==> config.mk <==
export PLATFORM = sky130hd
export DESIGN_NAME = req2send_mc_flat
export DESIGN_NICKNAME = d
export VERILOG_FILES = /design/src/rtl/req2send_mc_if.sv /design/src/rtl/req2send_mc.sv /design/src/flat_wrapper.sv
export SDC_FILE = /design/constraint.sdc
export NUM_CORES = 1
export LEC_CHECK = 0
export ABC_AREA = 1
export BUFFER_PORTS_ARGS = -buffer_cell sky130_fd_sc_hd__buf_2
export CAP_MARGIN = 20
export CORE_MARGIN = 5
export CORE_UTILIZATION = 30
export DETAILED_ROUTE_END_ITERATION = 7
export SLEW_MARGIN = 20
export SYNTH_ARGS = -nofsm -noshare
export SYNTH_HDL_FRONTEND = slang
export SYNTH_SLANG_ARGS = --single-unit
==> constraint.sdc <==
create_clock -name clk -period 2.4 [get_ports clk]
set_clock_uncertainty 0.05 [all_clocks]
set_input_delay 0.24 -clock clk [delete_from_list [all_inputs] [get_ports clk]]
set_output_delay 0.24 -clock clk [all_outputs]
set_load 0.02 [all_outputs]
==> src/rtl/req2send_mc_if.sv <==
// ---------------------------------------------------------------------------
// req2send_mc_if
// Bundle of the producer-side request/data/ack signals and the consumer-side
// valid/ready output of req2send_mc.
//   request      N_CH           per-channel level request
//   source_data  N_CH*DATA_W    channel c payload at [c*DATA_W +: DATA_W]
//   ack          N_CH           per-channel 1-cycle capture pulse
//   data_out     DATA_W         FIFO head payload
//   out_ch       CH_W           channel id of FIFO head
//   out_valid    1              FIFO non-empty
//   out_ready    1              consumer accepts head
//   level        LVL_W          FIFO occupancy 0..DEPTH
//   par_out      1              even parity of {out_ch, data_out}
//                               (only with REQ2SEND_PARITY_EN)
// Modports: slave = the req2send_mc block, master = producers + consumer.
// ---------------------------------------------------------------------------
interface req2send_mc_if #(
  parameter int DATA_W = 8,
  parameter int N_CH   = 4,
  parameter int DEPTH  = 4
);
  localparam int CH_W  = $clog2(N_CH);
  localparam int LVL_W = $clog2(DEPTH) + 1;

  logic [N_CH-1:0]        request;
  logic [N_CH*DATA_W-1:0] source_data;
  logic [N_CH-1:0]        ack;
  logic [DATA_W-1:0]      data_out;
  logic [CH_W-1:0]        out_ch;
  logic                   out_valid;
  logic                   out_ready;
  logic [LVL_W-1:0]       level;
`ifdef REQ2SEND_PARITY_EN
  logic                   par_out;
`endif

  modport slave (
    input  request, source_data, out_ready,
    output ack, data_out, out_ch, out_valid, level
`ifdef REQ2SEND_PARITY_EN
    , par_out
`endif
  );

  modport master (
    output request, source_data, out_ready,
    input  ack, data_out, out_ch, out_valid, level
`ifdef REQ2SEND_PARITY_EN
    , par_out
`endif
  );
endinterface

==> src/rtl/req2send_mc.sv <==
// ---------------------------------------------------------------------------
// req2send_mc
// Multi-channel request/ack sender. N_CH level requesters are served
// round-robin; each granted word is written with its channel id into a shared
// DEPTH-entry FIFO and acknowledged with a 1-cycle ack pulse. The FIFO drains
// through a valid/ready output tagged with the source channel.
// Ports:
//   clk      rising-edge clock
//   reset_n  synchronous active-low reset
//   bus      req2send_mc_if.slave (request/source_data/ack, data_out/out_ch/
//            out_valid/out_ready/level, par_out when enabled)
// Optional feature: define REQ2SEND_PARITY_EN to store an even-parity bit per
// entry and drive bus.par_out.
// ---------------------------------------------------------------------------
module req2send_mc #(
  parameter int DATA_W = 8,
  parameter int N_CH   = 4,
  parameter int DEPTH  = 4
) (
  input  logic         clk,
  input  logic         reset_n,
  req2send_mc_if.slave bus
);
  localparam int CH_W  = $clog2(N_CH);
  localparam int PTR_W = $clog2(DEPTH);
  localparam int LVL_W = PTR_W + 1;

  typedef struct packed {
`ifdef REQ2SEND_PARITY_EN
    logic              par;
`endif
    logic [CH_W-1:0]   ch;
    logic [DATA_W-1:0] data;
  } entry_t;

  entry_t           mem [DEPTH];
  logic [PTR_W-1:0] wr_ptr_q, rd_ptr_q;
  logic [LVL_W-1:0] level_q, level_next;
  logic             full_q;
  logic [CH_W-1:0]  rr_q;
  logic [N_CH-1:0]  ack_q;

  logic [N_CH-1:0]  eligible;
  logic             grant_valid;
  logic [CH_W-1:0]  grant_ch;
  logic [CH_W:0]    cand;
  logic             out_valid;
  logic             pop;
  entry_t           wr_entry;
  entry_t           head;

  // A channel whose ack is high this cycle already had its current word
  // captured; masking it stops the same word being taken twice.
  assign eligible  = bus.request & ~ack_q;
  assign out_valid = (level_q != '0);
  assign pop       = out_valid && bus.out_ready;

  // Round-robin search. Offsets are scanned from the far end down so the
  // closest eligible channel at or after rr_q is the one left standing.
  // full_q is a register, so out_ready never reaches the grant/ack path and a
  // pop at full cannot free a slot for a push on the same edge.
  // NOTE: every always_comb output gets a default before any branch; a path
  // that leaves a variable unassigned would infer a latch.
  always_comb begin
    grant_valid = 1'b0;
    grant_ch    = '0;
    cand        = '0;
    for (int k = N_CH - 1; k >= 0; k--) begin
      cand = {1'b0, rr_q} + (CH_W + 1)'(k);
      if (cand >= (CH_W + 1)'(N_CH)) cand = cand - (CH_W + 1)'(N_CH);
      if (!full_q && eligible[cand[CH_W-1:0]]) begin
        grant_valid = 1'b1;
        grant_ch    = cand[CH_W-1:0];
      end
    end
  end

  always_comb begin
    wr_entry      = '0;
    wr_entry.ch   = grant_ch;
    wr_entry.data = bus.source_data[int'(grant_ch) * DATA_W +: DATA_W];
`ifdef REQ2SEND_PARITY_EN
    wr_entry.par  = ^{wr_entry.ch, wr_entry.data};
`endif
  end

  always_comb begin
    level_next = level_q;
    case ({grant_valid, pop})
      2'b10:   level_next = level_q + 1'b1;
      2'b01:   level_next = level_q - 1'b1;
      default: level_next = level_q;
    endcase
  end

  // NOTE: sequential state uses non-blocking assignments only, so every
  // register samples pre-edge values. The later ack_q bit write overrides
  // the '0 default within the same edge.
  always_ff @(posedge clk) begin
    if (!reset_n) begin
      ack_q    <= '0;
      rr_q     <= '0;
      wr_ptr_q <= '0;
      rd_ptr_q <= '0;
      level_q  <= '0;
      full_q   <= 1'b0;
    end else begin
      ack_q <= '0;
      if (grant_valid) begin
        ack_q[grant_ch] <= 1'b1;
        rr_q            <= (grant_ch == CH_W'(N_CH - 1)) ? '0 : grant_ch + 1'b1;
        wr_ptr_q        <= wr_ptr_q + 1'b1;
      end
      if (pop) rd_ptr_q <= rd_ptr_q + 1'b1;
      level_q <= level_next;
      full_q  <= (level_next == LVL_W'(DEPTH));
    end
  end

  // NOTE: the storage array has no reset; pointers and level define which
  // entries are live, and the output mux hides stale contents when empty.
  always_ff @(posedge clk) begin
    if (reset_n && grant_valid) mem[wr_ptr_q] <= wr_entry;
  end

  assign head          = mem[rd_ptr_q];
  assign bus.ack       = ack_q;
  assign bus.level     = level_q;
  assign bus.out_valid = out_valid;
  assign bus.data_out  = out_valid ? head.data : '0;
  assign bus.out_ch    = out_valid ? head.ch   : '0;
`ifdef REQ2SEND_PARITY_EN
  assign bus.par_out   = out_valid ? head.par  : 1'b0;
`endif
endmodule

==> src/flat_wrapper.sv <==
// flat-port wrapper written by rule: the top's interface ports become plain ports
module req2send_mc_flat 
#(
  parameter int DATA_W = 8,
  parameter int N_CH   = 4,
  parameter int DEPTH  = 4
)
  (clk, reset_n, bus_request, bus_source_data, bus_out_ready, bus_ack, bus_data_out, bus_out_ch, bus_out_valid, bus_level);
  req2send_mc_if #(.DATA_W(DATA_W), .N_CH(N_CH), .DEPTH(DEPTH)) bus_i ();
  input  logic clk;
  input  logic reset_n;
  input wire logic [$bits(bus_i.request)-1:0] bus_request;
  input wire logic [$bits(bus_i.source_data)-1:0] bus_source_data;
  input wire logic [$bits(bus_i.out_ready)-1:0] bus_out_ready;
  output wire logic [$bits(bus_i.ack)-1:0] bus_ack;
  output wire logic [$bits(bus_i.data_out)-1:0] bus_data_out;
  output wire logic [$bits(bus_i.out_ch)-1:0] bus_out_ch;
  output wire logic [$bits(bus_i.out_valid)-1:0] bus_out_valid;
  output wire logic [$bits(bus_i.level)-1:0] bus_level;
  assign bus_i.request = bus_request;
  assign bus_i.source_data = bus_source_data;
  assign bus_i.out_ready = bus_out_ready;
  assign bus_ack = bus_i.ack;
  assign bus_data_out = bus_i.data_out;
  assign bus_out_ch = bus_i.out_ch;
  assign bus_out_valid = bus_i.out_valid;
  assign bus_level = bus_i.level;
  req2send_mc #(.DATA_W(DATA_W), .N_CH(N_CH), .DEPTH(DEPTH)) u_core (.clk(clk), .reset_n(reset_n), .bus(bus_i));
endmodule
Word level (Yosys, flattened, before mapping)
Memory sizes are Yosys's and may differ from the RTL's. A register that Yosys moved wholly into a read port is not among the register bits.
Index checks and enable logic that the tools add are counted.
Storage, ports and cells
  register bits after elaboration: 14
  memory bits (writable): 40
  word-level logic and storage cells: 76
  memories: 1
Memories
  u_core.mem: words 4, bits a word 10, rd ports 1, clocked after Yosys merged registers in 1, write ports 1, RTL line req2send_mc.sv:36  | entry_t mem [DEPTH];
Operators by class
  add/subtract/negate cells: 12
  order comparisons: 10
  eq/ne operators: 4
  shift-type cells: 1
  multiplexer cells: 30
  bitwise gates (word level): 2
  reductions and logical operators: 10
Operator list (count)
  indexed part select 32 x 6 -> 8 bit: 1
  two-way mux 2 bit: 12
  < comparator 2 x 3 -> 1 bit (second input constant): 5
  two-way mux 1 bit: 11
  greater-or-equal comparator 3 bit (second input constant): 3
  binary-select mux 1 bit (select 2 bit): 4
  two-way mux 8 bit: 1
  subtractor 2 x 1 -> 2 bit (second input constant): 4
  logical AND 1 bit: 7
  adder 2 x 1 -> 2 bit (second input constant): 3
  adder 2 x 2 -> 3 bit (second input constant): 2
  case mux 3 bit (2 select lines): 1
  bitwise AND 4 bit: 1
  equality test 2 bit (second input constant): 2
  inverter 4 bit: 1
  adder 2 x 1 -> 3 bit (second input constant): 1
  adder 3 x 1 -> 3 bit (second input constant): 1
  equality test 3 bit (second input constant): 1
  greater-or-equal comparator 2 x 3 -> 1 bit (second input constant): 1
  nonzero test 3 bit: 1
  subtractor 3 x 1 -> 3 bit (second input constant): 1
  demux 1 bit (select 2 bit): 1
  equality test 2 x 1 -> 1 bit (second input constant): 1
  greater-or-equal comparator 2 x 1 -> 1 bit (second input constant): 1
  2 further kinds: 2

Logic depth before layout (Yosys ltp)
Gate-level depths: netlist (run 1).
  word-level depth: 14
  mapped depth: 19

Worst setup path after synthesis (run 1)
OpenSTA, ideal clock, no wires.
  path kind: reg2reg
  start point: register u_core.ack_q[0] (netlist: u_core.bus.ack[0])
  end point: register u_core.full_q
  arrival: 2285 ps
  slack: 5 ps
  cell stages (with the launch flop): 18
  cells stage by stage: dfxtp_1 inv_1 nand3_1 nand2_1 nor2_1 nor2_2 inv_1 nand4_1 inv_1 ha_1 inv_1 fa_1 nand2_1 nand2_1 nor2_1 o21ai_0 a21oi_1 and3_1
Between the ends
  longest elaborated chain between the ends: 12
  elaborated cells between the ends (all ways): 22
  classes of those cells: eq/ne: 3; mux: 13; bitwise: 2; reduce/logical: 4
Ends and longest elaborated chain
  start: declaration: RTL line req2send_mc.sv:41  | logic [N_CH-1:0] ack_q;
  start signal: assignment: RTL line req2send_mc.sv:101  | ack_q <= '0;
  start signal: assignment: RTL line req2send_mc.sv:108  | ack_q <= '0;
  start signal: indexed assignment: RTL line req2send_mc.sv:110  | ack_q[grant_ch] <= 1'b1;
  inverter 4 bit (*): RTL line req2send_mc.sv:54  | assign eligible = bus.request & ~ack_q;
  bitwise AND 4 bit (*): RTL line req2send_mc.sv:54
  binary-select mux 1 bit (select 2 bit): RTL line req2send_mc.sv:71  | if (!full_q && eligible[cand[CH_W-1:0]]) begin
  two-way mux 1 bit (implied by the code): RTL line req2send_mc.sv:71
  logical AND 1 bit: RTL line req2send_mc.sv:71
  two-way mux 1 bit (3 in a row): RTL line req2send_mc.sv:71
  two-way mux 1 bit (*): RTL line req2send_mc.sv:71
  equality test 2 x 1 -> 1 bit or equality test 2 bit (tied branches): RTL line req2send_mc.sv:89  | case ({grant_valid, pop})
  case mux 3 bit (2 select lines) (*): RTL line req2send_mc.sv:89
  equality test 3 bit (*): RTL line req2send_mc.sv:116  | full_q <= (level_next == LVL_W'(DEPTH));
  end signal: assignment: RTL line req2send_mc.sv:116
  end: declaration: RTL line req2send_mc.sv:39  | logic full_q;
Every way passes the cells marked *; elsewhere a longest branch is shown, timed or not. The select of a mux whose other input is x is not followed.
A chain may end at the register's enable or synchronous reset.

Worst setup path after layout (run 1)
  start point: register u_core.rr_q[0]
  end point: register u_core.full_q
Between the ends
  longest elaborated chain between the ends: 13
  elaborated cells between the ends (all ways): 35
  classes of those cells: add/sub: 7; order compare: 4; eq/ne: 3; mux: 17; reduce/logical: 4
Ends and longest elaborated chain
  start: declaration: RTL line req2send_mc.sv:40  | logic [CH_W-1:0] rr_q;
  start signal: assignment: RTL line req2send_mc.sv:111  | rr_q <= (grant_ch == CH_W'(N_CH - 1)) ? '0 : grant_ch + 1'b1;
  adder 2 x 2 -> 3 bit: RTL line req2send_mc.sv:69  | cand = {1'b0, rr_q} + (CH_W + 1)'(k);
  greater-or-equal comparator 3 bit or subtractor 2 x 1 -> 2 bit (tied branches): RTL line req2send_mc.sv:70  | if (cand >= (CH_W + 1)'(N_CH)) cand = cand - (CH_W + 1)'(N_CH);
  two-way mux 2 bit: RTL line req2send_mc.sv:70
  binary-select mux 1 bit (select 2 bit): RTL line req2send_mc.sv:71
  two-way mux 1 bit (implied by the code): RTL line req2send_mc.sv:71
  logical AND 1 bit: RTL line req2send_mc.sv:71
  two-way mux 1 bit (3 in a row): RTL line req2send_mc.sv:71
  two-way mux 1 bit (*): RTL line req2send_mc.sv:71
  equality test 2 x 1 -> 1 bit or equality test 2 bit (tied branches): RTL line req2send_mc.sv:89
  case mux 3 bit (2 select lines) (*): RTL line req2send_mc.sv:89
  equality test 3 bit (*): RTL line req2send_mc.sv:116
Marked as above.

==> impl_metrics.csv, run 1 <==
group,metric,value,unit
synth,synthTopCellsByCount,"63 x inv_1, 59 x nor2_1, 44 x nand2_1",
synth,syn_nets,412,
clock_tree,cts_buffers,5,
placed_design,gp_congestion,0.8687,
final_layout,layout.nets,484,
power_and_ir_drop,ir_drop,0.5216,mV
critical_path,crit_chain,"buf_12 > clkinv_8 > nand2_4 > nand2_4 > nand3_2 > nand2_2 > nor2_2 > inv_1 > nand4_1 > inv_2 > ha_4 > inv_4 > fa_2 > nand2_1 > nand2_1 > nor2_2 > o21ai_1 > a21oi_1 > and3_1",
global_routing,overflow,0,
placed_design,place_inst,557,
synth,synth_area_leaders,"edfxtp_1 39%, dfxtp_1 10%, inv_1 7.6%",
placed_design,portBuffers,56,
placed_design,dp_slack,-0.05474,ns
run_status,status,"complete, but fails checks",
clock_tree,ctsHoldBuffers,0,
route,first_pass_iters,4,
final_layout,n_antenna_cell,0,
sta,fin_crit_sh,1.008,
route,ant_nets,0,
critical_path,path_class,"flop to flop",
critical_path,worstPathArrival,2.63,ns
floorplan,pin_count,57,
critical_path,startpoint_type,"flop",
run_status,violations,"setup timing",
floorplan,initial_core_util,0.3039,
clock_tree,htreeDepth,2,
synth,synth_top_flop_cell,"edfxtp_1",
sta,fmax,0.4134,GHz
worst_hold_path,hp-class,"primary input to flop",
synth,ys_seq_area_frac,0.4915,
final_layout,syn_to_final_growth,22.64,%
floorplan,coreArea,10180,um^2
synth,synthDistinctLibCells,29,
synth,netlist_instances,363,
critical_path,path_max_fanout,7,
route,drt-total-wl,7.445,mm
final_layout,post-route-util,0.3727,
floorplan,die_x,111.6,um
clock_tree,clock-root-buffer,"clkbuf_8",
global_routing,grt_max_degree,25,
placed_design,detailed_place_hpwl,5.340,mm
synth,synth-async-reset-ratio,0,
synth,yosysTopAreaCell,"edfxtp_1",
final_layout,design_area,3796,um^2
sta,grt_setup_unrepaired,"yes",
critical_path,end_kind,"flop",
sta,period_needed,2.419,ns
clock_tree,cts_tree,"done",
global_routing,grt_pass1_vias,2548,
clock_tree,clockBufferDepth,2,
sta,setup_viol_count_final,1,
floorplan,die_area,12450,um^2
critical_path,rrSetupSlack,-0.02,ns
sta,finalHoldViolCount,0,
synth,synth_edf_count,40,
clock_tree,cts.sinks,56,
global_routing,gr-usage-all-layers,0.1194,
route,dr.first_iter.drc_count,91,
floorplan,rows,37,
route,vias,2530,
placed_design,place_area,3570,um^2
synth,synthesis.area,3095,um^2
synth,avgSynthCellArea,8.527,um^2
worst_hold_path,min_from,"reset_n",
power_and_ir_drop,pwr_density_cell,1495,nW/um^2
critical_path,cp-startpoint,"u_core.rr_q[0]$_SDFFE_PN0P_",
synth,synth.most_common_cell,"inv_1",
power_and_ir_drop,cellLeakagePower,0.001795,uW
synth,yosysTopAreaCellShare,0.3880,
clock_tree,cts.clk_slew.worst_paths,0.11,ns
run,drv_cap,0,
route,via_per_inst,4.423,
global_routing,antenna_found_initial,0,
sta,slew-limit-headroom,0.6587,
sta,worst_pin_slew,0.5113,ns
critical_path,setup.worst_path.end,"u_core.full_q$_SDFF_PN0_",
route,drcViolationCount,0,
synth,ys_warn_count,0,
sta,drv_slew,0,
critical_path,max_stage_delay,0.38,ns
clock_tree,clock_latency,0.32,ns
floorplan,die_h,111.6,um
sta,worst_slack,-0.01868,ns
final_layout,drive_gt1_frac,0.3050,
final_layout,final_cells,572,
route,wl_per_cell,13.02,um
critical_path,r2r-start,"u_core.rr_q[0]$_SDFFE_PN0P_",
global_routing,grt_first_pass_wirelength,12.09,mm
sta,hold_slack,0.1868,ns
critical_path,rr_worst_depth,19,
critical_path,timing.rr.end,"u_core.full_q$_SDFF_PN0_",
critical_path,slowest_stage,"dfxtp_4",
synth,ys_seq_elements,56,
critical_path,cp_data_required_time,2.61,ns
-- logic make-up after synthesis --
| group | share of synthesized area |
|---|---|
| adder cells (fa/ha/maj) | 0.04285 |
| buffers and inverters | 0.1108 |
| AND/OR/NAND/NOR | 0.2789 |
| XOR/XNOR | 0.002830 |
| AO/OA/AOI/OAI | 0.07316 |
| flip-flops | 0.4915 |
-- power by group --
group          switching, uW  total, uW  leakage [uW]  internal, uW
sequential               125       1800      0.000501          1670
combinational           2250       3350       0.00125          1100
clock                    321        529     0.0000445           208
total                   2690       5680       0.00180          2980
-- stage by stage --
stage	total power [uW]	TNS (ns)
finish	5676	-0.01868
global route	6191	-0.3530
CTS	5621	0
detailed placement	5005	-0.05474
global placement	4914	0
floorplan	4171	0
-- sequential cells by signal (all words and copies together), names as in the netlist, named ones only --
name / flops
u_core.bus.ack: 4
u_core.bus.level: 3
u_core.full_q: 1
u_core.mem: 40
u_core.rd_ptr_q: 2
u_core.rr_q: 2
u_core.wr_ptr_q: 2
-- timing repair --
| item | in CTS | in global routing |
|---|---|---|
| pin swaps | 0 | 8 |
| resized for setup | 4 | 22 |
| gates cloned | 0 | 0 |
| setup buffers | 7 | 3 |
| setup endpoints to repair | 1 | 6 |
-- layout make-up --
class / instances / area, um^2
inverter: 67 / 266.5
clock buffer: 5 / 68.82
clock inverter: 3 / 21.27
tap: 136 / 170.2
multi-input combinational: 229 / 1296
sequential: 56 / 1526
fill: 1099 / 6389
timing repair buffer: 76 / 446.7
-- worst max-delay path, delay by kind of cell, from the launching register on --
kind	cells	cell delay (ns)
AO/OA/AOI/OAI	2	0.23
adder cells (fa/ha/maj)	2	0.48
buffers and inverters	5	0.37
flip-flops	1	0.38
AND/OR/NAND/NOR	10	0.85
-- layer usage --
layer | GRT usage | vias up | wire [um]
met2 | 0.2067 | 70 | 3599
met5 | 0 | - | 0
met1 | 0.1500 | 1149 | 3432
li1 | - | 1302 | -
met3 | 0.02554 | 9 | 315
met4 | 0.03487 | 0 | 98
-- placed cells by master, fill, tap and decap left out, drive strengths merged --
master    instances
nand4             2
ha                9
dfxtp            16
and3              1
nor3              1
nand3            51
nand2            60
a21oi            16
inv              66
fa                1
clkinv            3
clkinvlp          1
xor2              1
nor2             60
buf              76
edfxtp           40
clkbuf            5
o21ai            27
-- worst min path at each step --
stage                                 endpoint  slack, ns  cells past startpoint
2_1_floorplan      u_core.rr_q[0]$_SDFFE_PN0P_       0.33                      2
3_3_place_gp   u_core.rd_ptr_q[0]$_SDFFE_PN0P_       0.40                      1
3_5_place_dp   u_core.rd_ptr_q[0]$_SDFFE_PN0P_       0.42                      1
4_1_cts            u_core.rr_q[1]$_SDFFE_PN0P_       0.18                      3
5_1_grt        u_core.wr_ptr_q[1]$_SDFFE_PN0P_       0.21                      3
6_report           u_core.rr_q[1]$_SDFFE_PN0P_       0.19                      3
No activity file was read; power rests on OpenSTA's default activity.
==> run 2: changes to the inputs <==
- RECOVER_POWER: not set -> 50
- SETUP_SLACK_MARGIN: not set -> 0.2
==> run 2 against run 1 <==
  * Sequential power about the same
  * Non-clock buffer count up 9
  * Routed wire length up 4.5%
  * The flow still finishes with violations (setup timing)
  * Critical endpoint unchanged
  * Largest power group unchanged
  * Power up 5.4%
  * Clock power up 5.7%
  * Count of clock-buffer cells in the layout unchanged
  * Worst setup slack worse by 0.041 ns
  * Largest cell class unchanged
  * Sequential share of layout area down 1.9 points
==> impl_metrics.csv, run 2 (synthesized netlist as in run 1, its figures left out) <==
group,metric,value,unit
critical_path,path_class,"flop to flop",
sta,drv_slew,0,
placed_design,detailed_place_hpwl,5.260,mm
worst_hold_path,whs_endpoint,"u_core.wr_ptr_q[1]$_SDFFE_PN0P_",
power_and_ir_drop,seqPwrFrac,0.301,
final_layout,syn_to_final_growth,29.06,%
power_and_ir_drop,swShare,0.4771,
critical_path,cp_data_required_time,2.62,ns
global_routing,grt_util_met2,0.2087,
sta,fin_crit_sh,1.025,
floorplan,die_x,111.6,um
final_layout,final_cell_mix,"61 x inv_1, 49 x nor2_1, 48 x buf_2, 40 x edfxtp_1, 39 x nand2_1",
route,drt-total-wl,7.783,mm
power_and_ir_drop,total_power,5981,uW
floorplan,initial_core_util,0.3039,
run,drv_cap,0,
clock_tree,cts.sinks,56,
sta,finalHoldViolCount,0,
placed_design,portBuffers,56,
power_and_ir_drop,p_comb_frac,0.606,
global_routing,grt_max_degree,25,
critical_path,rr_worst_depth,18,
sta,slew-limit-headroom,0.6380,
placed_design,gp_congestion,0.8624,
global_routing,met1_usage,0.1441,
global_routing,antenna_found_initial,0,
clock_tree,cts_buffers,5,
floorplan,pin_count,57,
route,ant_nets,0,
floorplan,coreArea,10180,um^2
clock_tree,htreeDepth,2,
run_status,status,"complete, but fails checks",
power_and_ir_drop,p_int,3128,uW
worst_hold_path,whs_path_depth,3,
global_routing,grt_pass1_vias,2516,
sta,grt_setup_unrepaired,"yes",
power_and_ir_drop,power_switching,2853,uW
final_layout,largest_reg_flops,40,
route,first_pass_iters,4,
global_routing,met3_usage,0.02228,
global_routing,top_usage_layer,"met2",
sta,setup_viol_count_final,1,
final_layout,layout.nets,493,
critical_path,timing.rr.end,"u_core.full_q$_SDFF_PN0_",
clock_tree,cts_tree,"done",
global_routing,grt_first_pass_wirelength,11.89,mm
final_layout,drive_gt1_frac,0.3303,
final_layout,fill_cells,1028,
power_and_ir_drop,ir_drop,0.7095,mV
run_status,violations,"setup timing",
route,via_per_inst,4.411,
critical_path,end_kind,"flop",
final_layout,design_area,3995,um^2
worst_hold_path,hp-class,"primary input to flop",
clock_tree,clockBufferDepth,2,
sta,fmax,0.4066,GHz
clock_tree,cts.clk_slew.worst_paths,0.11,ns
final_layout,register_area,1529,um^2
clock_tree,ctsHoldBuffers,0,
critical_path,startpoint_type,"flop",
floorplan,die_h,111.6,um
power_and_ir_drop,cellLeakagePower,0.001824,uW
sta,worst_slack,-0.05960,ns
route,wl_per_cell,13.40,um
route,vias,2563,
worst_hold_path,min_from,"reset_n",
sta,period_needed,2.460,ns
critical_path,worstPathArrival,2.68,ns
final_layout,multi_input_area,1376,um^2
global_routing,gr-usage-all-layers,0.1178,
final_layout,top_register,"u_core.mem",
power_and_ir_drop,clkPwrFrac,0.093,
critical_path,r2r-start,"u_core.rr_q[0]$_SDFFE_PN0P_",
clock_tree,clock-root-buffer,"clkbuf_8",
critical_path,path_max_fanout,8,
placed_design,dp_slack,0.01800,ns
critical_path,rrSetupSlack,-0.06,ns
global_routing,overflow,0,
route,dr.first_iter.drc_count,115,
floorplan,rows,37,
clock_tree,clock_latency,0.32,ns
final_layout,mostFrequentLayoutCell,"inv_1",
final_layout,n_antenna_cell,0,
placed_design,place_area,3590,um^2
sta,worst_pin_slew,0.5411,ns
floorplan,die_area,12450,um^2
power_and_ir_drop,pwr_density_cell,1497,nW/um^2
route,drcViolationCount,0,
## run 2: per-stage QoR
step,hold WS [ns],util,setup TNS (ns),instances
5_1_grt,0.2557,0.3923,-0.2793,581
4_1_cts,0.1708,0.3700,0,573
2_1_floorplan,0.3257,-,0,363
3_5_place_dp,0.4090,0.3525,0,558
6_report,0.2380,0.3923,-0.05960,581
3_3_place_gp,0.4041,0.3525,0,558
## run 2: how the worst max path moves through the flow
stage / depth (start not counted) / start / slack [ns] / endpoint
after floorplan: 19 / u_core.rr_q[1]$_SDFFE_PN0P_ / 0.11 / u_core.full_q$_SDFF_PN0_
after CTS: 19 / u_core.rr_q[0]$_SDFFE_PN0P_ / 0.02 / u_core.full_q$_SDFF_PN0_
after global routing: 17 / u_core.rr_q[0]$_SDFFE_PN0P_ / -0.18 / u_core.full_q$_SDFF_PN0_
after global placement: 19 / u_core.rr_q[0]$_SDFFE_PN0P_ / 0.11 / u_core.full_q$_SDFF_PN0_
final: 18 / u_core.rr_q[0]$_SDFFE_PN0P_ / -0.06 / u_core.full_q$_SDFF_PN0_
after detailed placement: 19 / u_core.rr_q[0]$_SDFFE_PN0P_ / 0.02 / u_core.full_q$_SDFF_PN0_
## run 2: what timing repair did
| item | 4_1_cts | 5_1_grt |
|---|---|---|
| buffers inserted | 7 | 4 |
| gates cloned | 0 | 4 |
| gates resized for setup | 10 | 55 |
| pin swaps | 6 | 8 |
| endpoints found under the setup margin | 3 | 46 |
## run 2: power by group through the flow
| stage | Clock (uW) | Combinational (uW) | Sequential [uW] |
|---|---|---|---|
| after floorplan | 0 | 2360 | 1820 |
| after global placement | 0 | 3180 | 1800 |
| after detailed placement | 0 | 3260 | 1810 |
| after CTS | 564 | 3380 | 1790 |
| after global routing | 615 | 4030 | 1830 |
| final | 559 | 3620 | 1800 |
## run 2: area by class of cell
type / instances / share of cell area
flip-flops and latches: 56 / 0.3827
multi-input cells: 229 / 0.3445
repair buffers: 85 / 0.1394
inverters: 67 / 0.06671
well taps: 136 / 0.04259
clock buffers: 5 / 0.01723
clock inverters: 3 / 0.006890
## run 2: critical path, cell delays in order, from the launching register on
cell and delay [ns]:
dfxtp_2 0.35, buf_12 0.14, clkinv_8 0.06, nand2_4 0.05
nand2_4 0.09, nand3_2 0.06, nand2_1 0.07, nor2_2 0.04
inv_1 0.05, nand4_1 0.12, inv_2 0.11, ha_4 0.14
inv_4 0.03, fa_2 0.35, nor2_2 0.18, nor2_4 0.07
buf_6 0.12, a21oi_4 0.15, and3_4 0.18
## run 2: metal layers
metal	wire length [um]	share of wire
met4	111	0.014
met5	0	0
met1	3475	0.45
met2	3884	0.50
met3	311	0.040
==> run 3: changes to the inputs <==
- TNS_END_PERCENT: not set -> 1
- clock period: 2.4 -> 2.6 ns (I/O delays scaled with it)
==> run 3 against run 2 <==
  * The flow now finishes without violations
  * Critical path type unchanged
  * Sequential power decreased by 7%
  * Maximum frequency is 2.7% higher
  * Sequential share of layout area is 3.2 points higher
  * Largest cell class unchanged
  * Clock power is 11% lower
  * Critical path depth did not move
  * Via count fell by 1.3%
  * Routed wire length fell by 5.5%
  * Non-clock buffer count fell by 14
  * Global-route usage down 0.49 points
==> impl_metrics.csv, run 3 (synthesized netlist as in run 1, its figures left out) <==
group,metric,value,unit
route,wl_per_cell,12.97,um
placed_design,place_area,3535,um^2
run,drv_cap,0,
global_routing,grt_max_degree,25,
worst_hold_path,min_from,"reset_n",
final_layout,fill_cells,1094,
final_layout,n_antenna_cell,0,
sta,fmax,0.4174,GHz
power_and_ir_drop,total_power,5109,uW
route,ant_nets,0,
clock_tree,clockBufferDepth,2,
critical_path,max_stage_delay,0.40,ns
worst_hold_path,hp-class,"primary input to flop",
clock_tree,clock-root-buffer,"clkbuf_8",
critical_path,crit_chain,"inv_6 > nand2_1 > nand2_4 > nand3_2 > nand2_2 > nor2_1 > inv_1 > nand4_1 > inv_2 > ha_4 > inv_2 > fa_2 > nand2_1 > nand2_1 > nor2_2 > o21ai_0 > a21oi_1 > and3_1",
route,dr.first_iter.drc_count,72,
floorplan,die_h,111.6,um
route,drcViolationCount,0,
final_layout,layout.nets,479,
clock_tree,htreeDepth,2,
power_and_ir_drop,ir_drop,0.7377,mV
critical_path,rrSetupSlack,0.20,ns
clock_tree,cts_buffers,5,
global_routing,overflow,0,
sta,period_needed,2.396,ns
sta,drv_slew,0,
final_layout,multi_input_area,1254,um^2
power_and_ir_drop,cellLeakagePower,0.001723,uW
floorplan,initial_core_util,0.3039,
sta,worst_pin_slew,0.5331,ns
placed_design,gp_congestion,0.8995,
route,vias,2529,
final_layout,syn_to_final_growth,19.20,%
floorplan,coreArea,10180,um^2
critical_path,end_kind,"flop",
power_and_ir_drop,pwr_density_cell,1385,nW/um^2
floorplan,die_x,111.6,um
sta,finalHoldViolCount,0,
critical_path,startpoint_type,"flop",
run_status,status,"complete, no violations",
route,first_pass_iters,4,
clock_tree,cts_tree,"done",
sta,grt_setup_unrepaired,"yes",
final_layout,mostFrequentLayoutCell,"inv_1",
sta,setup_tns,0,ns
critical_path,cp-startpoint,"u_core.rr_q[0]$_SDFFE_PN0P_",
clock_tree,clock_latency,0.31,ns
clock_tree,ctsHoldBuffers,0,
floorplan,die_area,12450,um^2
route,via_per_inst,4.460,
final_layout,top_register,"u_core.mem",
final_layout,largest_reg_flops,40,
global_routing,antenna_found_initial,0,
floorplan,pin_count,57,
critical_path,timing.rr.end,"u_core.full_q$_SDFF_PN0_",
final_layout,register_area,1530,um^2
critical_path,cp_data_required_time,2.80,ns
floorplan,rows,37,
sta,fin_crit_sh,0.9216,
critical_path,worstPathArrival,2.60,ns
route,drt-total-wl,7.352,mm
critical_path,critPathMostFrequentCell,"nand2_1",
final_layout,design_area,3690,um^2
critical_path,r2r-start,"u_core.rr_q[0]$_SDFFE_PN0P_",
critical_path,rr_worst_depth,18,
critical_path,path_class,"flop to flop",
sta,slew-limit-headroom,0.6437,
clock_tree,cts.clk_slew.worst_paths,0.11,ns
sta,setup_viol_count_final,0,
final_layout,drive_gt1_frac,0.2575,
clock_tree,cts.sinks,56,
global_routing,gr-usage-all-layers,0.1128,
placed_design,detailed_place_hpwl,5.189,mm
global_routing,grt_first_pass_wirelength,11.47,mm
critical_path,slowest_stage,"dfxtp_4",
critical_path,setup.worst_path.end,"u_core.full_q$_SDFF_PN0_",
final_layout,final_cell_mix,"61 x inv_1, 58 x nor2_1, 48 x buf_2, 44 x nand2_1",
placed_design,portBuffers,56,
global_routing,grt_pass1_vias,2394,
critical_path,path_max_fanout,8,
[run 3: power breakdown]
part	internal, uW	switching [uW]
Sequential	1550	128
Clock	198	298
Combinational	919	2020
[run 3: worst max-delay path, delay by kind of cell, from the launching register on]
kind	cells	cell delay, ns
simple gates	10	0.90
fa+ha+maj	2	0.46
flops	1	0.40
buf+inv	4	0.30
compound gates	2	0.23
[run 3: area by class of cell]
class,instances,share of cell area
multi-input combinational,229,0.3398
inverter,67,0.06952
clock buffer,5,0.01865
sequential,56,0.4147
timing repair buffer,71,0.1038
clock inverter,3,0.007460
tap,136,0.04612
[run 3: repair_timing]
| item | in CTS | in global routing |
|---|---|---|
| hold endpoints to repair | 0 | 0 |
| endpoints found under the setup margin | 2 | 2 |
| gates resized for setup | 4 | 13 |
| buffers inserted | 0 | 5 |
| pin swaps | 0 | 3 |
[run 3: metal layers]
layer,vias to the layer above,track usage,share of wire
met3,8,0.02011,0.030
met5,-,0,0
li1,1294,-,-
met2,54,0.1870,0.48
met4,0,0.04136,0.017
met1,1173,0.1477,0.47
[run 3: metrics by stage]
| stage | setup slack, ns | std cells | utilization | hold WS (ns) |
|---|---|---|---|---|
| 3_5_place_dp | 0.02855 | 554 | 0.3471 | 0.4069 |
| 6_report | 0.2039 | 567 | 0.3623 | 0.1886 |
| 2_1_floorplan | 0.2051 | 363 | - | 0.3457 |
| 3_3_place_gp | 0.1062 | 554 | 0.3471 | 0.4045 |
| 4_1_cts | 0.2043 | 562 | 0.3570 | 0.1771 |
| 5_1_grt | 0.05885 | 567 | 0.3623 | 0.1934 |
[run 3: worst min-delay path by stage]
stage,end,slack [ns],depth (start not counted)
6_report,u_core.rr_q[1]$_SDFFE_PN0P_,0.19,3
3_5_place_dp,u_core.rd_ptr_q[1]$_SDFFE_PN0P_,0.41,2
4_1_cts,u_core.rr_q[1]$_SDFFE_PN0P_,0.18,3
2_1_floorplan,u_core.rr_q[0]$_SDFFE_PN0P_,0.35,2
3_3_place_gp,u_core.rd_ptr_q[0]$_SDFFE_PN0P_,0.40,1
5_1_grt,u_core.wr_ptr_q[1]$_SDFFE_PN0P_,0.19,3
